==> config.mk <==
export PLATFORM = sky130hd
export DESIGN_NAME = enemy_control
export DESIGN_NICKNAME = d
export VERILOG_FILES = /design/src/rtl/enemy_ctrl_pkg.sv /design/src/rtl/enemy_control_draw_sequencer.sv /design/src/rtl/enemy_control.sv
export SDC_FILE = /design/constraint.sdc
export NUM_CORES = 1
export LEC_CHECK = 0
export BUFFER_PORTS_ARGS = -buffer_cell sky130_fd_sc_hd__clkbuf_2
export CAP_MARGIN = 15
export CORE_MARGIN = 4
export CORE_UTILIZATION = 30
export CTS_BUF_LIST = sky130_fd_sc_hd__clkbuf_2
export CTS_CLUSTER_DIAMETER = 30
export DETAILED_ROUTE_END_ITERATION = 10
export GPL_TIMING_DRIVEN = 0
export SYNTH_ARGS = -nofsm -noshare
export SYNTH_HDL_FRONTEND = slang
export SYNTH_SLANG_ARGS = --single-unit
==> constraint.sdc <==
create_clock -name clock_i -period 3.4 [get_ports clock_i]
set_input_delay 0.68 -clock clock_i [delete_from_list [all_inputs] [get_ports clock_i]]
set_output_delay 0.68 -clock clock_i [all_outputs]
set_load 0.05 [all_outputs]
==> src/rtl/enemy_ctrl_pkg.sv <==
// enemy_ctrl_pkg: state encodings, index width and movement directions shared by the enemy control and enemy logic
package enemy_ctrl_pkg;
   typedef enum logic [2:0] {
      ST_INIT  = 3'd0,
      ST_IDLE  = 3'd1,
      ST_GEN   = 3'd2,
      ST_COLL  = 3'd3,
      ST_APPLY = 3'd4,
      ST_DRAW  = 3'd5,
      ST_GAP   = 3'd6,
      ST_DONE  = 3'd7
   } state_e;
   localparam int IDX_W = 2;
   typedef enum logic [2:0] {NO_ACTION, UP, DOWN, LEFT, RIGHT} dir_e;
endpackage

==> src/rtl/enemy_control_draw_sequencer.sv <==
// draw_sequencer: walks the enemies one at a time, asserting draw until draw_done or timeout, with a dead GAP cycle between
module draw_sequencer
   import enemy_ctrl_pkg::*;
#(
   parameter int NUM_ENEMIES  = 2,
   parameter int DRAW_TIMEOUT = 512
) (
   input  logic                   clock_i,
   input  logic                   reset_ni,
   input  logic                   go_i,
   input  logic [NUM_ENEMIES-1:0] draw_done_i,
   output logic [NUM_ENEMIES-1:0] draw_o,
   output logic                   gap_o,
   output logic                   seq_done_o,
   output logic                   timeout_o
);
   localparam int TW = DRAW_TIMEOUT > 2 ? $clog2(DRAW_TIMEOUT) : 1;
   logic [IDX_W-1:0]       idx_q, idx_d;
   logic                   gap_q, gap_d;
   logic [TW-1:0]          tcnt_q, tcnt_d;
   logic [NUM_ENEMIES-1:0] sel;
   logic                   hit, last, expired;
   always_ff @(posedge clock_i or negedge reset_ni) begin
      if (!reset_ni) begin
         idx_q  <= '0;
         gap_q  <= 1'b0;
         tcnt_q <= '0;
      end else begin
         idx_q  <= idx_d;
         gap_q  <= gap_d;
         tcnt_q <= tcnt_d;
      end
   end
   // draw_done is only looked at for the selected enemy and never during GAP
   always_comb begin
      sel        = NUM_ENEMIES'(1) << idx_q;
      hit        = |(draw_done_i & sel);
      expired    = tcnt_q == TW'(DRAW_TIMEOUT - 1);
      last       = idx_q == IDX_W'(NUM_ENEMIES - 1);
      timeout_o  = go_i & ~gap_q & ~hit & expired;
      seq_done_o = go_i & gap_q & last;
      gap_o      = go_i & gap_q;
      draw_o     = go_i & ~gap_q ? sel : '0;
      gap_d      = go_i & ~gap_q & (hit | expired);
      idx_d      = ~go_i | seq_done_o ? '0 : gap_q ? idx_q + 1'b1 : idx_q;
      tcnt_d     = ~go_i | gap_q ? '0 : expired ? tcnt_q : tcnt_q + 1'b1;
   end
endmodule

==> src/rtl/enemy_control.sv <==
// enemy_control: paces enemy moves to the frame tick and serialises per-enemy drawing onto the shared write path
module enemy_control
   import enemy_ctrl_pkg::*;
#(
   parameter int NUM_ENEMIES  = 2,
   parameter int MOVE_DIV     = 2,
   parameter int COLL_WAIT    = 2,
   parameter int DRAW_TIMEOUT = 512
) (
   input  logic                   clock_i,
   input  logic                   reset_ni,
   input  logic                   start_i,
   input  logic                   enable_i,
   input  logic                   frame_tick_i,
   input  logic [NUM_ENEMIES-1:0] draw_done_i,
   output logic                   init_o,
   output logic                   idle_o,
   output logic                   gen_move_o,
   output logic                   apply_move_o,
   output logic [NUM_ENEMIES-1:0] draw_o,
   output logic                   frame_done_o,
   output logic                   timeout_err_o,
   output logic                   frame_overrun_o,
   output logic [2:0]             state_dbg_o
);
   state_e     state_q, state_d;
   logic [3:0] fcnt_q, fcnt_d;
   logic [2:0] coll_q, coll_d;
   logic       pend_q, pend_d, terr_q, terr_d, ovr_q, ovr_d;
   logic       leave, seq_gap, seq_done, seq_to;
   draw_sequencer #(.NUM_ENEMIES(NUM_ENEMIES), .DRAW_TIMEOUT(DRAW_TIMEOUT)) u_seq (
      .clock_i    (clock_i),
      .reset_ni   (reset_ni),
      .go_i       (state_q == ST_DRAW),
      .draw_done_i(draw_done_i),
      .draw_o     (draw_o),
      .gap_o      (seq_gap),
      .seq_done_o (seq_done),
      .timeout_o  (seq_to)
   );
   always_ff @(posedge clock_i or negedge reset_ni) begin
      if (!reset_ni) begin
         state_q <= ST_INIT;
         fcnt_q  <= '0;
         coll_q  <= '0;
         pend_q  <= 1'b0;
         terr_q  <= 1'b0;
         ovr_q   <= 1'b0;
      end else begin
         state_q <= state_d;
         fcnt_q  <= fcnt_d;
         coll_q  <= coll_d;
         pend_q  <= pend_d;
         terr_q  <= terr_d;
         ovr_q   <= ovr_d;
      end
   end
   // a tick seen outside IDLE is remembered once; a second one is an overrun and is dropped
   always_comb begin
      state_d = state_q;
      fcnt_d  = fcnt_q;
      coll_d  = '0;
      pend_d  = pend_q | frame_tick_i;
      terr_d  = terr_q | seq_to;
      ovr_d   = ovr_q | (frame_tick_i & pend_q & (state_q != ST_IDLE));
      leave   = (frame_tick_i | pend_q) & enable_i;
      case (state_q)
         ST_INIT:  state_d = start_i ? ST_IDLE : ST_INIT;
         ST_IDLE: begin
            if (leave) begin
               pend_d  = 1'b0;
               state_d = fcnt_q == 4'(MOVE_DIV - 1) ? ST_GEN : ST_DRAW;
               fcnt_d  = fcnt_q == 4'(MOVE_DIV - 1) ? '0 : fcnt_q + 4'd1;
            end
         end
         ST_GEN:   state_d = ST_COLL;
         ST_COLL: begin
            coll_d  = coll_q + 3'd1;
            state_d = coll_q == 3'(COLL_WAIT - 1) ? ST_APPLY : ST_COLL;
         end
         ST_APPLY: state_d = ST_DRAW;
         ST_DRAW:  state_d = seq_done ? ST_DONE : ST_DRAW;
         default:  state_d = ST_IDLE;
      endcase
   end
   always_comb begin
      init_o          = state_q == ST_INIT;
      idle_o          = state_q == ST_IDLE;
      gen_move_o      = state_q == ST_GEN;
      apply_move_o    = state_q == ST_APPLY;
      frame_done_o    = state_q == ST_DONE;
      timeout_err_o   = terr_q;
      frame_overrun_o = ovr_q;
      state_dbg_o     = (state_q == ST_DRAW) && seq_gap ? ST_GAP : state_q;
   end
endmodule

==> results of run 1 <==
routing by layer:
metal  vias up  GRT usage (%)  wire (µm)  part of all wire, %
li1        481              -          -                    -
met5         -              0          0                    0
met4         0          2.817         10                 0.40
met2         8          18.70       1322                   52
met1       450          12.63       1124                   44
met3         2          2.162         70                  2.8
per-stage QoR:
step	worst slack, ns	cell area [µm²]	std cells	power (mW)	utilization [%]
floorplan	0.9101	1313	126	0.9247	-
global placement	0.9495	1465	194	1.054	35.60
detailed placement	0.9283	1465	194	1.070	35.60
CTS	0.5098	1488	198	1.191	36.15
global route	0.3470	1488	198	1.264	36.15
finish	0.5742	1488	198	1.175	36.15
Yosys cell counts (2+ instances only):
| library cell | count |
|---|---|
| nand4_1 | 3 |
| nand4b_1 | 3 |
| buf_2 | 2 |
| a31o_2 | 2 |
| mux2i_1 | 2 |
| or3_1 | 2 |
| nor2b_1 | 2 |
| o21ai_0 | 4 |
| ha_1 | 6 |
| o21a_1 | 2 |
| or4b_4 | 2 |
| dfrtp_1 | 25 |
| inv_1 | 6 |
| a21oi_1 | 5 |
| clkbuf_1 | 2 |
| nand2b_1 | 2 |
| nand2_1 | 6 |
| xor2_1 | 3 |
| and2_1 | 4 |
| nor2_1 | 17 |
| xnor2_1 | 5 |
how the worst min path moves through the flow:
| stage | from | endpoint | slack, ns |
|---|---|---|---|
| 3_5_place_dp | timeout_err_o | timeout_err_o | 0.47 |
| 2_1_floorplan | reset_ni | coll_q[0] | 0.38 |
| 6_report | reset_ni | u_seq.tcnt_q[5] | 0.28 |
| 4_1_cts | reset_ni | u_seq.tcnt_q[6] | 0.30 |
| 3_3_place_gp | coll_q[0] | coll_q[0] | 0.45 |
| 5_1_grt | reset_ni | u_seq.tcnt_q[5] | 0.29 |
state kept, by name, indices dropped and copies added, names as in the netlist:
name / count
u_seq.idx_q: 2
coll_q: 3
u_seq.tcnt_q: 9
pend_q: 1
fcnt_q: 4
state_q: 3
timeout_err_o: 1
u_seq.gap_q: 1
frame_overrun_o: 1
cell families after synthesis:
group / after synthesis
simple gates: 50
compound gates: 20
buf+inv: 13
mux: 4
fa+ha+maj: 6
flops: 25
xor+xnor: 8
power by group:
group | total, mW | internal [mW] | switching [mW]
clock | 0.120 | 0.0273 | 0.0931
sequential | 0.398 | 0.352 | 0.0458
combinational | 0.656 | 0.217 | 0.439
total | 1.17 | 0.597 | 0.578
final cells by class:
type	instances	area, µm²
fill	434	2628
sequential	25	625.6
timing repair buffer	18	90.09
clock inverter	1	7.507
clock buffer	3	15.01
inverter	7	26.28
multi-input combinational	88	624.3
buffer	6	36.28
tap	50	62.56
==> results.ini, run 1 <==
[cts]
path_clk_slew_ns = 0.27
insertion_delay_ns = 0.35
clock_path_buffers = 2
cts_sinks = 25
cts_setup_buffers = 0
cts.htree.levels = 1
cts_tree = yes
cts_root_buf = clkbuf_2
cts_resized = 0
numCtsBuffers = 3
hold_buffers = 0

[route]
route.vias.total = 941
drt-vias-per-instance = 4.753
dr.pass1.iters = 4
routedWlPerCell_um = 12.76
post-route-drc-count = 0
wirelength_mm = 2.527
drtIter0Drc = 44
ant_nets = 0

[floorplan]
die_x_um = 74.15
coreArea_um2 = 4115
row_count = 23
dieArea_um2 = 5497
ios = 19
chipHeight_um = 74.15
start_util_pct = 31.89

[critical_path]
critPathSlowestCell = nor4b_1
worstPathRequired_ns = 2.72
crit_end = draw_o[0]
r2r-start = u_seq.tcnt_q[0]
ff2ff_setup_slack_ns = 1.17
startpoint = state_q[1]
worst_r2r_endpoint = u_seq.tcnt_q[7]
cp-start-kind = flip-flop
critical_path.cell_chain = clkbuf_1 -> nor4b_1 -> and2_1 -> clkbuf_2
r2r_cells = 8
worstSetupPathType = flip-flop to primary output
worstPathArrival_ns = 2.15
worst-path-stages = 4
end_kind = primary output
max_stage_delay_ns = 0.65
crit_family = simple AND/OR/NAND/NOR gates
crit_fanout = 10
critPathBufInv = 2

[synthesis]
synthTopCellsByArea = dfrtp_1 (48%), ha_1 (5.7%), nor2_1 (4.9%)
synth_top_family_by_area = simple AND/OR/NAND/NOR gates
synth_seq_cells = 25
synth_xor_area_share_pct = 5.338
synth-simple-area-share_pct = 22.12
yosys.cell_types.count = 42
yosys.area_share.adder_pct = 5.720
synth.top_cell.area_share_pct = 47.66
synthCells = 126
synthesis.nets = 139
syn_avg_cell_area_um2 = 10.42
synth_edf_count = 0
yosys_warnings = 0
synthArstFlopShare_pct = 100.0
synth_top_area_cell = dfrtp_1
synth-compound-area-share_pct = 10.87
synth-seq-area-share_pct = 47.66
ys.flop_type = dfrtp_1
syn-cell-area_um2 = 1313
synthMuxAreaShare_pct = 3.527

[sta]
grt_setup_unrepaired = no
setup_viol = 0
final_hold_viol_count = 0
timing.fmax_mhz = 353.9
slew_violations = 0
finalCriticalPeriod_ns = 2.826
fin_tns_setup_ns = 0
clock_skew_ns = 0.02522
hold_ws_ns = 0.2802
relSlewSlack_pct = 55.89
period_share_pct = 83.11
worst_pin_slew_ns = 0.6525

[global_route]
grt_first_pass_wirelength_mm = 4.526
grt_overflow = 0
grt_pass1_vias = 978
antenna_found_initial = 0
grt_start_max_net_pins = 26
grtUsageTotal_pct = 10.43

[run_status]
status = completed

[place]
gp_congestion = 0.7209
place_hpwl_mm = 1.948
port-buffer-count = 18

[power_and_ir_drop]
cellLeakagePower_nw = 0.6674
power.density_nw_per_um2 = 789.8
ir_drop_mv = 0.6262

[worst_hold_path]
hp-class = input pin to asynchronous set/reset pin

[flow_run]
cap_viol_max_count = 0

[finish]
nets = 162
drive_gt1_share_pct = 24.32
layout_common_cells = dfrtp_1 (25), clkbuf_2 (21), nor2_1 (17)
final_common_cell = dfrtp_1
antenna_cells = 0
area_growth_pct = 13.35

Power figures use the tool's default switching activity.
==> run 2, diff against run 1 <==
==> constraint.sdc (replaced) <==
create_clock -name clock_i -period 2.85 [get_ports clock_i]
set_input_delay 0.57 -clock clock_i [delete_from_list [all_inputs] [get_ports clock_i]]
set_output_delay 0.57 -clock clock_i [all_outputs]
set_load 0.05 [all_outputs]
==> run 2 against run 1 <==
Clock power up 18%. Sequential power is 20% higher. Final area rose by 0.42%. Combinational power up 20%. Non-clock buffer count is the same. First-iteration DRC count down 2.3%. Via count down 0.32%. Count of clock-buffer cells in the layout unchanged. Sequential share of layout area decreased by 0.18 points. Global-route usage stayed put. Total power rose by 20%. Die area stayed put. Highest routed layer unchanged.
==> results.ini, run 2 (synthesized netlist as in run 1, its figures left out) <==
[cts]
path_clk_slew_ns = 0.26  ; about the same
cts.htree.levels = 1  ; unchanged
hold_buffers = 0  ; unchanged
clock_path_buffers = 2  ; unchanged
cts_sinks = 25  ; unchanged
numCtsBuffers = 3  ; unchanged
insertion_delay_ns = 0.35  ; about the same
cts_root_buf = clkbuf_2
cts_tree = yes

[finish]
top_regs = u_seq.tcnt_q x9, fcnt_q x4
layout_common_cells = dfrtp_1 (25), clkbuf_2 (21), nor2_1 (17)
drive_gt1_share_pct = 25.00  ; +0.68 points
largest_reg_flops = 9  ; unchanged
final_common_cell = dfrtp_1
nets = 162  ; unchanged
largest-register = u_seq.tcnt_q
antenna_cells = 0  ; unchanged
stdcell_area_um2 = 1494  ; +0.42%
area_growth_pct = 13.82

[sta]
setup_ws_ns = 0.2650  ; -0.3092 ns
slew_violations = 0  ; unchanged
fin_tns_setup_ns = 0  ; unchanged
timing.fmax_mhz = 386.8
setup_viol = 0  ; unchanged
finalCriticalPeriod_ns = 2.585
grt_setup_unrepaired = no
relSlewSlack_pct = 58.52  ; +2.6 points
worst_pin_slew_ns = 0.6222  ; -0.03029 ns
period_share_pct = 90.70
clock_skew_ns = 0.02791  ; +0.002693 ns
final_hold_viol_count = 0  ; unchanged
hold_ws_ns = 0.1698  ; -0.1104 ns

[power_and_ir_drop]
cellLeakagePower_nw = 0.6700  ; +0.38%
ir_drop_mv = 0.7372  ; +18%
power.density_nw_per_um2 = 942.1  ; +19%
finalPower_mw = 1.407  ; +20%

[worst_hold_path]
hp-class = input pin to asynchronous set/reset pin

[place]
place_area_um2 = 1465  ; unchanged
port-buffer-count = 18  ; unchanged
dpl_worst_slack_ns = 0.4883  ; -0.4400 ns
gp_congestion = 0.7209  ; unchanged
place_hpwl_mm = 1.948  ; unchanged

[critical_path]
end_kind = primary output
r2r-start = u_seq.tcnt_q[0]
worstPathRequired_ns = 2.28  ; -0.44 ns
worstSetupPathType = flip-flop to primary output
ff2ff_setup_slack_ns = 0.62  ; -0.55 ns
worst_r2r_endpoint = u_seq.tcnt_q[7]
r2r_cells = 8  ; unchanged
startpoint = state_q[0]
worstPathArrival_ns = 2.02  ; -0.13 ns
crit_fanout = 10  ; unchanged
cp-start-kind = flip-flop

[route]
route.vias.total = 938  ; -0.32%
drt-vias-per-instance = 4.737  ; -0.32%
post-route-drc-count = 0  ; unchanged
wirelength_mm = 2.521  ; -0.24%
routedWlPerCell_um = 12.73  ; -0.24%
drtIter0Drc = 43  ; -2.3%
ant_nets = 0  ; unchanged
dr.pass1.iters = 4  ; unchanged

[global_route]
grt_first_pass_wirelength_mm = 4.526  ; unchanged
antenna_found_initial = 0  ; unchanged
grtUsageTotal_pct = 10.43  ; unchanged
grt_overflow = 0  ; unchanged
grt_pass1_vias = 978  ; unchanged
grt_start_max_net_pins = 26  ; unchanged

[floorplan]
chipHeight_um = 74.15  ; unchanged
coreArea_um2 = 4115  ; unchanged
dieArea_um2 = 5497  ; unchanged
row_count = 23  ; unchanged
start_util_pct = 31.89  ; unchanged
die_x_um = 74.15  ; unchanged
ios = 19  ; unchanged

[run_status]
status = completed

[flow_run]
cap_viol_max_count = 0  ; unchanged

-- run 2: worst max path at each step --
| stage | endpoint | slack [ns] | cells past startpoint |
|---|---|---|---|
| 6_report | draw_o[1] | 0.26 | 6 |
| 5_1_grt | draw_o[1] | 0.13 | 6 |
| 4_1_cts | draw_o[0] | 0.07 | 4 |
| 3_5_place_dp | draw_o[0] | 0.49 | 4 |
| 3_3_place_gp | draw_o[0] | 0.51 | 4 |
| 2_1_floorplan | draw_o[1] | 0.47 | 5 |
-- run 2: what timing repair did --
action                     in CTS  in global routing
setup buffers                   0                  0
setup endpoints to repair       0                  1
resized for setup               0                  1
-- run 2: area by class of cell --
type | count | area, µm²
clock inverter | 1 | 7.507
tap | 50 | 62.56
inverter | 7 | 26.28
sequential | 25 | 625.6
multi-input combinational | 88 | 630.6
buffer | 6 | 36.28
timing repair buffer | 18 | 90.09
fill | 433 | 2621
clock buffer | 3 | 15.01
-- run 2: worst max-delay path: stages (launching register included) --
cell and delay (ns):
dfrtp_1 0.37, buf_4 0.15, inv_1 0.09, or4b_4 0.53, buf_6 0.16, nor2_1 0.10, clkbuf_2 0.29
-- run 2: report_power, final --
part | switching [mW] | leakage, nW | internal, mW
logic | 0.525 | 0.331 | 0.265
clock network | 0.110 | 0.0126 | 0.0326
registers | 0.0554 | 0.327 | 0.421
total | 0.690 | 0.670 | 0.718
-- run 2: per-stage QoR --
step | utilization (%) | std cells
after floorplan | - | 126
after CTS | 36.15 | 198
after global placement | 35.60 | 194
after detailed placement | 35.60 | 194
after global routing | 36.30 | 198
final | 36.30 | 198
-- run 2: metal layers --
layer	GRT usage, %	part of all wire (%)	up-vias
met5	0	0	-
met4	2.817	0.40	0
met3	2.162	2.9	2
met2	18.70	53	10
met1	12.63	44	444
li1	-	-	482
